<file path="src/rtl/uart_rx_ctrl.sv">
// UART receive controller: start-bit detection, mid-bit sampling, stop-bit check and a
// one-entry holding register with a valid/ready handshake. All decisions are gated by
// the oversampling baud tick; data is shifted in LSB first.
module uart_rx_ctrl #(
  parameter int unsigned OVS       = 16,
  parameter int unsigned DATA_BITS = 8
) (
  input  logic       clk_i,
  input  logic       rst_i,
  input  logic       rx_i,
  input  logic       baud_tick_i,
  input  logic       ready_i,
  output logic [7:0] data_o,
  output logic       valid_o,
  output logic       frame_err_o,
  output logic       overrun_o,
  output logic       busy_o
);

  localparam int unsigned TcntW = $clog2(OVS);
  localparam logic [TcntW-1:0] TcntMid  = TcntW'(OVS / 2 - 1);
  localparam logic [TcntW-1:0] TcntLast = TcntW'(OVS - 1);
  localparam logic [2:0]       BitLast  = 3'(DATA_BITS - 1);

  typedef enum logic [2:0] {
    StIdle,
    StStart,
    StData,
    StStop,
    StWaitHigh
  } state_e;

  state_e                 state_q, state_d;
  logic [TcntW-1:0]       tcnt_q, tcnt_d;
  logic [2:0]             bitcnt_q, bitcnt_d;
  logic [DATA_BITS-1:0]   shift_q, shift_d;
  logic                   rx_meta_q, rxs_q;
  logic [7:0]             data_q, data_d;
  logic                   valid_q, valid_d;
  logic                   frame_err_q, frame_err_d;
  logic                   overrun_q, overrun_d;
  logic                   busy_q, busy_d;
  logic                   frame_done;

  // Two-flop synchronizer for the asynchronous serial line; resets to idle-high.
  always_ff @(posedge clk_i or negedge rst_i) begin
    if (!rst_i) begin
      rx_meta_q <= 1'b1;
      rxs_q     <= 1'b1;
    end else begin
      rx_meta_q <= rx_i;
      rxs_q     <= rx_meta_q;
    end
  end

  // Frame sequencing: counters only move on baud ticks.
  always_comb begin
    state_d     = state_q;
    tcnt_d      = tcnt_q;
    bitcnt_d    = bitcnt_q;
    shift_d     = shift_q;
    frame_done  = 1'b0;
    frame_err_d = 1'b0;
    if (baud_tick_i) begin
      unique case (state_q)
        StIdle: begin
          if (!rxs_q) begin
            state_d = StStart;
            tcnt_d  = '0;
          end
        end
        StStart: begin
          if (tcnt_q == TcntMid) begin
            tcnt_d = '0;
            if (rxs_q) begin
              state_d = StIdle;  // glitch, not a real start bit
            end else begin
              state_d  = StData;
              bitcnt_d = '0;
            end
          end else begin
            tcnt_d = tcnt_q + TcntW'(1);
          end
        end
        StData: begin
          if (tcnt_q == TcntLast) begin
            tcnt_d   = '0;
            shift_d  = {rxs_q, shift_q[DATA_BITS-1:1]};
            bitcnt_d = bitcnt_q + 3'd1;
            if (bitcnt_q == BitLast) state_d = StStop;
          end else begin
            tcnt_d = tcnt_q + TcntW'(1);
          end
        end
        StStop: begin
          if (tcnt_q == TcntLast) begin
            tcnt_d = '0;
            if (rxs_q) begin
              frame_done = 1'b1;
              state_d    = StIdle;
            end else begin
              frame_err_d = 1'b1;
              state_d     = StWaitHigh;
            end
          end else begin
            tcnt_d = tcnt_q + TcntW'(1);
          end
        end
        StWaitHigh: begin
          // A held-low line (break) parks here until it returns high.
          if (rxs_q) begin
            state_d = StIdle;
            tcnt_d  = '0;
          end
        end
        default: begin
          state_d = StIdle;
          tcnt_d  = '0;
        end
      endcase
    end
  end

  // Holding register: load on completion if empty or being drained, else flag overrun.
  always_comb begin
    data_d    = data_q;
    valid_d   = valid_q;
    overrun_d = 1'b0;
    busy_d    = (state_d != StIdle);
    if (frame_done) begin
      if (!valid_q || ready_i) begin
        data_d  = 8'(shift_q);
        valid_d = 1'b1;
      end else begin
        overrun_d = 1'b1;
      end
    end else if (valid_q && ready_i) begin
      valid_d = 1'b0;
    end
  end

  // State, counters and output registers.
  always_ff @(posedge clk_i or negedge rst_i) begin
    if (!rst_i) begin
      state_q     <= StIdle;
      tcnt_q      <= '0;
      bitcnt_q    <= '0;
      shift_q     <= '0;
      data_q      <= '0;
      valid_q     <= 1'b0;
      frame_err_q <= 1'b0;
      overrun_q   <= 1'b0;
      busy_q      <= 1'b0;
    end else begin
      state_q     <= state_d;
      tcnt_q      <= tcnt_d;
      bitcnt_q    <= bitcnt_d;
      shift_q     <= shift_d;
      data_q      <= data_d;
      valid_q     <= valid_d;
      frame_err_q <= frame_err_d;
      overrun_q   <= overrun_d;
      busy_q      <= busy_d;
    end
  end

  assign data_o      = data_q;
  assign valid_o     = valid_q;
  assign frame_err_o = frame_err_q;
  assign overrun_o   = overrun_q;
  assign busy_o      = busy_q;

endmodule

</file>
<file path="config.mk">
export PLATFORM = sky130hd
export DESIGN_NAME = uart_rx_ctrl
export DESIGN_NICKNAME = d
export VERILOG_FILES = /design/src/rtl/uart_rx_ctrl.sv
export SDC_FILE = /design/constraint.sdc
export NUM_CORES = 1
export LEC_CHECK = 0
export ABC_AREA = 0
export CAP_MARGIN = 20
export CELL_PAD_IN_SITES_DETAIL_PLACEMENT = 2
export CELL_PAD_IN_SITES_GLOBAL_PLACEMENT = 2
export CORE_AREA = 2 2 71 59
export DETAILED_ROUTE_END_ITERATION = 7
export DIE_AREA = 0 0 73 61
export GPL_TIMING_DRIVEN = 1
export PLACE_DENSITY_LB_ADDON = 0.1
export SLEW_MARGIN = 20
export SYNTH_ARGS = -nofsm -noshare
export SYNTH_HDL_FRONTEND = slang
export SYNTH_SLANG_ARGS = --single-unit
export TNS_END_PERCENT = 50
</file>
<file path="constraint.sdc">
create_clock -name clk_i -period 3.15 [get_ports clk_i]
set_clock_uncertainty 0.1 [all_clocks]
set_input_delay 0.63 -clock clk_i [delete_from_list [all_inputs] [get_ports clk_i]]
set_output_delay 0.63 -clock clk_i [all_outputs]
set_load 0.01 [all_outputs]
</file>
==> results of run 1 <==
kinds of logic (layout without fill, tap and decap cells):
family                     after synthesis  after routing
buffers and inverters                    9             29
DFF                                     32             32
muxes                                   17             17
adders and majority gates                3              3
xor gates and xnor gates                 2              2
AOI/OAI and AO/OA                       21             21
and+or+nand+nor                         29             29
worst register-to-register path: stages (launching register included):
cell	delay [ns]
dfrtp_1	0.38
ha_1	0.30
nand4_2	0.31
nor3_4	0.52
mux2_2	0.40
flip-flops by register name, indices dropped and copies added, names as in the netlist:
signal and flops:
frame_err_o 1, rx_meta_q 1, rxs_q 1, bitcnt_q 3, valid_o 1, tcnt_q 4
data_o 8, busy_o 1, shift_q 8, state_q 3, overrun_o 1
final cells by class:
type                            count  area [sq um]  share of cell area (%)
Multi-Input combinational cell     72           591                    33.6
Tap cell                           44          55.1                    3.13
Inverter                            4          15.0                   0.854
Clock buffer                        7          96.3                    5.48
Sequential cell                    32           803                    45.7
Timing Repair Buffer               17           168                    9.54
Clock inverter                      1          30.0                    1.71
per-layer routing:
layer | share of wire (%) | track usage [%] | routed length (um)
met1 | 47 | 20.0 | 1450
met2 | 50 | 25.6 | 1570
met3 | 2.9 | 4.98 | 91
met4 | 0 | 3.97 | 0
met5 | 0 | 0 | 0
worst max path at each step:
stage	startpoint	end
after floorplan	baud_tick_i	busy_o
after global placement	baud_tick_i	shift_q[5]
after detailed placement	baud_tick_i	data_o[3]
after CTS	baud_tick_i	data_o[1]
after global routing	baud_tick_i	data_o[3]
final	baud_tick_i	data_o[1]
per-stage QoR:
stage          worst slack, ns  std cells  cell area (sq um)
5_1_grt                  0.836        177               1760
6_report                 0.962        177               1760
4_1_cts                  0.955        177               1760
3_3_place_gp             0.751        169               1630
3_5_place_dp             0.673        169               1630
2_1_floorplan             1.36        113               1440
power breakdown:
group,switching [mW],internal [mW]
combinational,0.113,0.115
sequential,0.0873,0.463
clock,0.147,0.279
cells in the final DEF, fill, tap and decap left out, types with 4 or more instances in the layout:
cell	count
clkbuf_8	7
clkdlybuf4s50_1	16
dfrtp_1	30
inv_1	4
mux2_2	17
nand2_1	4
nor2_1	6
o2bb2ai_1	4
==> flow_metrics.env, run 1 <==
export IMPL_power_per_cell_area_mw_per_mm2=684
export IMPL_boundaryPins=17
export IMPL_period_needed_ns=2.19
export IMPL_dp_hpwl_um=2210
export IMPL_fin_crit_sh_pct=69.5
export IMPL_syn2layout_area_growth_pct=21.9
export IMPL_synth_cells=113
export IMPL_critPathArrivalTime_ns=2.25
export IMPL_setup_viol=0
export IMPL_core_sq_mm=0.00373
export IMPL_synth_edf_count=0
export IMPL_cts_tree="done"
export IMPL_clk_latency_ns=0.27
export IMPL_netlist_area_sq_mm=0.00144
export IMPL_fillers=370
export IMPL_status="finished clean"
export IMPL_fin_total_pwr_mw=1.20
export IMPL_drive_gt1_share_pct=24.1
export IMPL_port_buffers=16
export IMPL_cts_resized=0
export IMPL_initial_core_util_pct=38.7
export IMPL_die_w_um=73
export IMPL_drt_pass1_iterations=4
export IMPL_end_kind="flop"
export IMPL_cp_start_kind="input pin"
export IMPL_maxSlewHeadroom_pct=68.2
export IMPL_root_buffer="clkbuf_8"
export IMPL_hold_start="rx_meta_q"
export IMPL_ys_types=36
export IMPL_synth_xor_area_share_pct=1.21
export IMPL_ys_ff_latch=32
export IMPL_hold_viol=0
export IMPL_rsz0062_at_grt="no"
export IMPL_worstReg2RegEnd="shift_q[1]"
export IMPL_synth_top_cell_area_share_pct=52.0
export IMPL_synth_fa_ha_area_share_pct=2.60
export IMPL_slew_viol_final=0
export IMPL_grt_max_degree=33
export IMPL_reg2reg_setup_slack_ns=1.02
export IMPL_synth_compound_area_share_pct=11.5
export IMPL_ant_nets=0
export IMPL_diodes=0
export IMPL_grt_pass1_wl_um=5170
export IMPL_cp_num_buf_inv=1
export IMPL_ys_seq_area_share_pct=55.7
export IMPL_drv_cap=0
export IMPL_vias=970
export IMPL_yosysWarningCount=0
export IMPL_yosys_top_cells_count="30 x dfrtp_1, 17 x mux2_2, 6 x nor2_1"
export IMPL_clkSlewWorstSetupHoldPaths_ns=0.06
export IMPL_final_nets=140
export IMPL_fin_util_pct=47.1
export IMPL_whs_ns=0.259
export IMPL_worstPathMaxFanout=8
export IMPL_synthMuxAreaShare_pct=13.3
export IMPL_path_delay_family="simple AND/OR/NAND/NOR gates"
export IMPL_synth_top_family_by_area="multiplexers"
export IMPL_rows=20
export IMPL_syn_nets=121
export IMPL_die_area_sq_mm=0.00445
export IMPL_async_reset_ff_share_pct=100
export IMPL_overflow=0
export IMPL_synthFlopType="dfrtp_1"
export IMPL_finalSetupTns_ns=0
export IMPL_cts_sinks=32
export IMPL_yosysTopAreaCell="dfrtp_1"
export IMPL_vias_per_cell=5.48
export IMPL_syn_area_per_cell_sq_um=12.8
export IMPL_wire_per_inst_um=17.6
export IMPL_max_freq_mhz=457
export IMPL_path_depth=5
export IMPL_post_cts_buffers=0
export IMPL_worst_ep_required_time_ns=3.21
export IMPL_cts_buffers=5
export IMPL_drt_initial_drc_count=37
export IMPL_cts_max_level=2
export IMPL_synth_simple_area_share_pct=12.3
export IMPL_r2r_start="tcnt_q[1]"
export IMPL_worstRegToRegCells=4
export IMPL_netlist_top_cells_area="dfrtp_1 52%, mux2_2 13%, dfstp_2 3.6%, ha_1 2.6%, o2bb2ai_1 2.4%"
export IMPL_tightest_slew_ns=0.475
export IMPL_min_path_cells=0
export IMPL_grt_util_all_layers_pct=15.5
export IMPL_clockBufferDepth=2
export IMPL_grt_pass1_vias=1065
export IMPL_gp_congestion=0.777
export IMPL_holdPathEnd="rxs_q"
export IMPL_cts_hold_buf=0
export IMPL_irDropWorstVdd_mv=0.255
export IMPL_crit_path_cell_trace="clkdlybuf4s50_1 -> nand2_1 -> nor2_1 -> nand4_2 -> mux2_2"
export IMPL_drt_wl_total_um=3110
export IMPL_slowest_delay_ns=0.52
export IMPL_critPathKind="in2reg"
export IMPL_leakage_nw=0.808
export IMPL_die_h_um=61
export IMPL_antenna_found_initial=0
export IMPL_slowest_stage="clkdlybuf4s50_1"
export IMPL_hold_path_class="reg2reg"
export IMPL_yosysMostFrequentCell="dfrtp_1"
export IMPL_post_route_drc_count=0
Note: power is estimated with default switching activity, not from simulation.
==> inputs of run 2 (changes only) <==
--- a/config.mk
+++ b/config.mk
@@ -9,9 +9,9 @@
 export CAP_MARGIN = 20
 export CELL_PAD_IN_SITES_DETAIL_PLACEMENT = 2
 export CELL_PAD_IN_SITES_GLOBAL_PLACEMENT = 2
-export CORE_AREA = 2 2 71 59
+export CORE_AREA = 2 2 73 61
 export DETAILED_ROUTE_END_ITERATION = 7
-export DIE_AREA = 0 0 73 61
+export DIE_AREA = 0 0 75 63
 export GPL_TIMING_DRIVEN = 1
 export PLACE_DENSITY_LB_ADDON = 0.1
 export SLEW_MARGIN = 20
==> constraint.sdc (replaced) <==
create_clock -name clk_i -period 2.1 [get_ports clk_i]
set_clock_uncertainty 0.1 [all_clocks]
set_input_delay 0.42 -clock clk_i [delete_from_list [all_inputs] [get_ports clk_i]]
set_output_delay 0.42 -clock clk_i [all_outputs]
set_load 0.01 [all_outputs]
==> flow_metrics.env, run 2 (synthesis results as in run 1) <==
export IMPL_cts_hold_buf=0
export IMPL_p_clk_share_pct=32.5
export IMPL_end_kind="flop"
export IMPL_antenna_found_initial=0
export IMPL_leakage_nw=0.839
export IMPL_rsz0062_at_grt="no"
export IMPL_final_nets=149
export IMPL_p_int_mw=1.25
export IMPL_worst_ep_required_time_ns=2.16
export IMPL_fin_util_pct=45.4
export IMPL_die_area_sq_mm=0.00473
export IMPL_drt_wl_total_um=3350
export IMPL_finalSetupTns_ns=0
export IMPL_top_usage_layer="met2"
export IMPL_die_w_um=75
export IMPL_critPathArrivalTime_ns=2.06
export IMPL_drt_initial_drc_count=47
export IMPL_p_sw_share_pct=29.8
export IMPL_initial_core_util_pct=35.9
export IMPL_vias_per_cell=5.05
export IMPL_dp_slack_ns=-0.121
export IMPL_port_buffers=16
export IMPL_boundaryPins=17
export IMPL_worstReg2RegEnd="busy_o"
export IMPL_grt_pass1_vias=1171
export IMPL_hold_path_class="reg2reg"
export IMPL_gp_congestion=0.841
export IMPL_clkSlewWorstSetupHoldPaths_ns=0.07
export IMPL_power_frac_comb_pct=22.3
export IMPL_ant_nets=0
export IMPL_reg2reg_setup_slack_ns=0.13
export IMPL_power_per_cell_area_mw_per_mm2=975
export IMPL_critPathCapture="busy_o"
export IMPL_post_route_drc_count=0
export IMPL_slew_viol_final=0
export IMPL_drv_cap=0
export IMPL_r2r_start="tcnt_q[0]"
export IMPL_maxSlewHeadroom_pct=66.9
export IMPL_irDropWorstVdd_mv=0.456
export IMPL_cts_buffers=5
export IMPL_die_h_um=63
export IMPL_setup_viol=0
export IMPL_fillers=421
export IMPL_max_freq_mhz=500
export IMPL_syn2layout_area_growth_pct=26.5
export IMPL_stdcell_count=199
export IMPL_core_sq_mm=0.00402
export IMPL_rows=21
export IMPL_period_needed_ns=2.00
export IMPL_drt_pass1_iterations=4
export IMPL_clockBufferDepth=2
export IMPL_final_cell_mix="30 x dfrtp_1, 17 x mux2_2, 16 x clkdlybuf4s50_1, 10 x buf_4, 6 x nor2_1"
export IMPL_cts_resized=0
export IMPL_cts_max_level=2
export IMPL_met2_usage_pct=26.4
export IMPL_post_cts_buffers=0
export IMPL_worstRegToRegCells=5
export IMPL_cts_sinks=32
export IMPL_hold_viol=0
export IMPL_fin_total_pwr_mw=1.78
export IMPL_clk_latency_ns=0.28
export IMPL_power_frac_seq_pct=45.2
export IMPL_layout_commonest_cell="dfrtp_1"
export IMPL_fin_crit_sh_pct=95.3
export IMPL_worstPathMaxFanout=4
export IMPL_met3_usage_pct=4.35
export IMPL_grt_max_degree=33
export IMPL_drive_gt1_share_pct=28.9
export IMPL_critPathKind="in2reg"
export IMPL_dp_hpwl_um=2350
export IMPL_grt_pass1_wl_um=5840
export IMPL_cts_tree="done"
export IMPL_place_inst=191
export IMPL_cp_start_kind="input pin"
export IMPL_tightest_slew_ns=0.495
export IMPL_worst_slack_ns=0.0991
export IMPL_vias=1004
export IMPL_wire_per_inst_um=16.8
export IMPL_status="finished clean"
export IMPL_startpoint="baud_tick_i"
export IMPL_use_met1_pct=21.7
export IMPL_root_buffer="clkbuf_8"
export IMPL_p_switching_mw=0.531
export IMPL_grt_util_all_layers_pct=16.6
export IMPL_overflow=0
export IMPL_diodes=0
run 2: changes by cell type in the layout (fill, tap and decap cells not counted):
cell / change
buf_4: +9
clkbuf_1: +1
clkbuf_8: -2
clkinv_2: +1
ha_1: -1
ha_2: +1
run 2: worst min path at each step:
| stage | slack, ns | endpoint | from | cells past startpoint |
|---|---|---|---|---|
| 2_1_floorplan | 0.02 | bitcnt_q[0] | rst_i | 0 |
| 3_3_place_gp | 0.25 | rxs_q | rx_meta_q | 0 |
| 3_5_place_dp | 0.25 | rxs_q | rx_meta_q | 0 |
| 4_1_cts | 0.26 | rxs_q | rx_meta_q | 0 |
| 5_1_grt | 0.27 | rxs_q | rx_meta_q | 0 |
| 6_report | 0.26 | rxs_q | rx_meta_q | 0 |
run 2: final cells by class:
type                       instances  area (sq um)  area share (%)
clock buffer                       6          72.6            3.98
clock inverter                     2          35.0            1.92
inverter                           4          15.0           0.822
multi-input combinational         72           593            32.5
sequential                        32           803            44.0
tap                               57          71.3            3.91
timing repair buffer              26           235            12.9
run 2: through the flow:
stage	hold WS (ns)	area [sq um]
2_1_floorplan	0.0244	1440
3_3_place_gp	0.247	1720
3_5_place_dp	0.250	1720
4_1_cts	0.260	1820
5_1_grt	0.268	1830
6_report	0.256	1830
run 2: power by group through the flow:
stage               logic, mW  registers [mW]  clock network [mW]
global placement        0.373           0.807                   0
floorplan               0.322           0.756                   0
CTS                     0.403           0.804               0.590
detailed placement      0.393           0.814                   0
global route            0.453           0.820               0.609
finish                  0.397           0.804               0.578
run 2: worst max-delay path, stage by stage:
cell             delay [ns]
clkdlybuf4s50_1        0.53
nand2_1                0.14
o311ai_0               0.39
o31ai_1                0.18
or3_1                  0.40
run 2: layer usage:
metal	vias to the layer above	part of all wire (%)
met1	513	47
li1	469	-
met3	6	2.7
met4	0	1.4
met5	-	0
met2	16	49
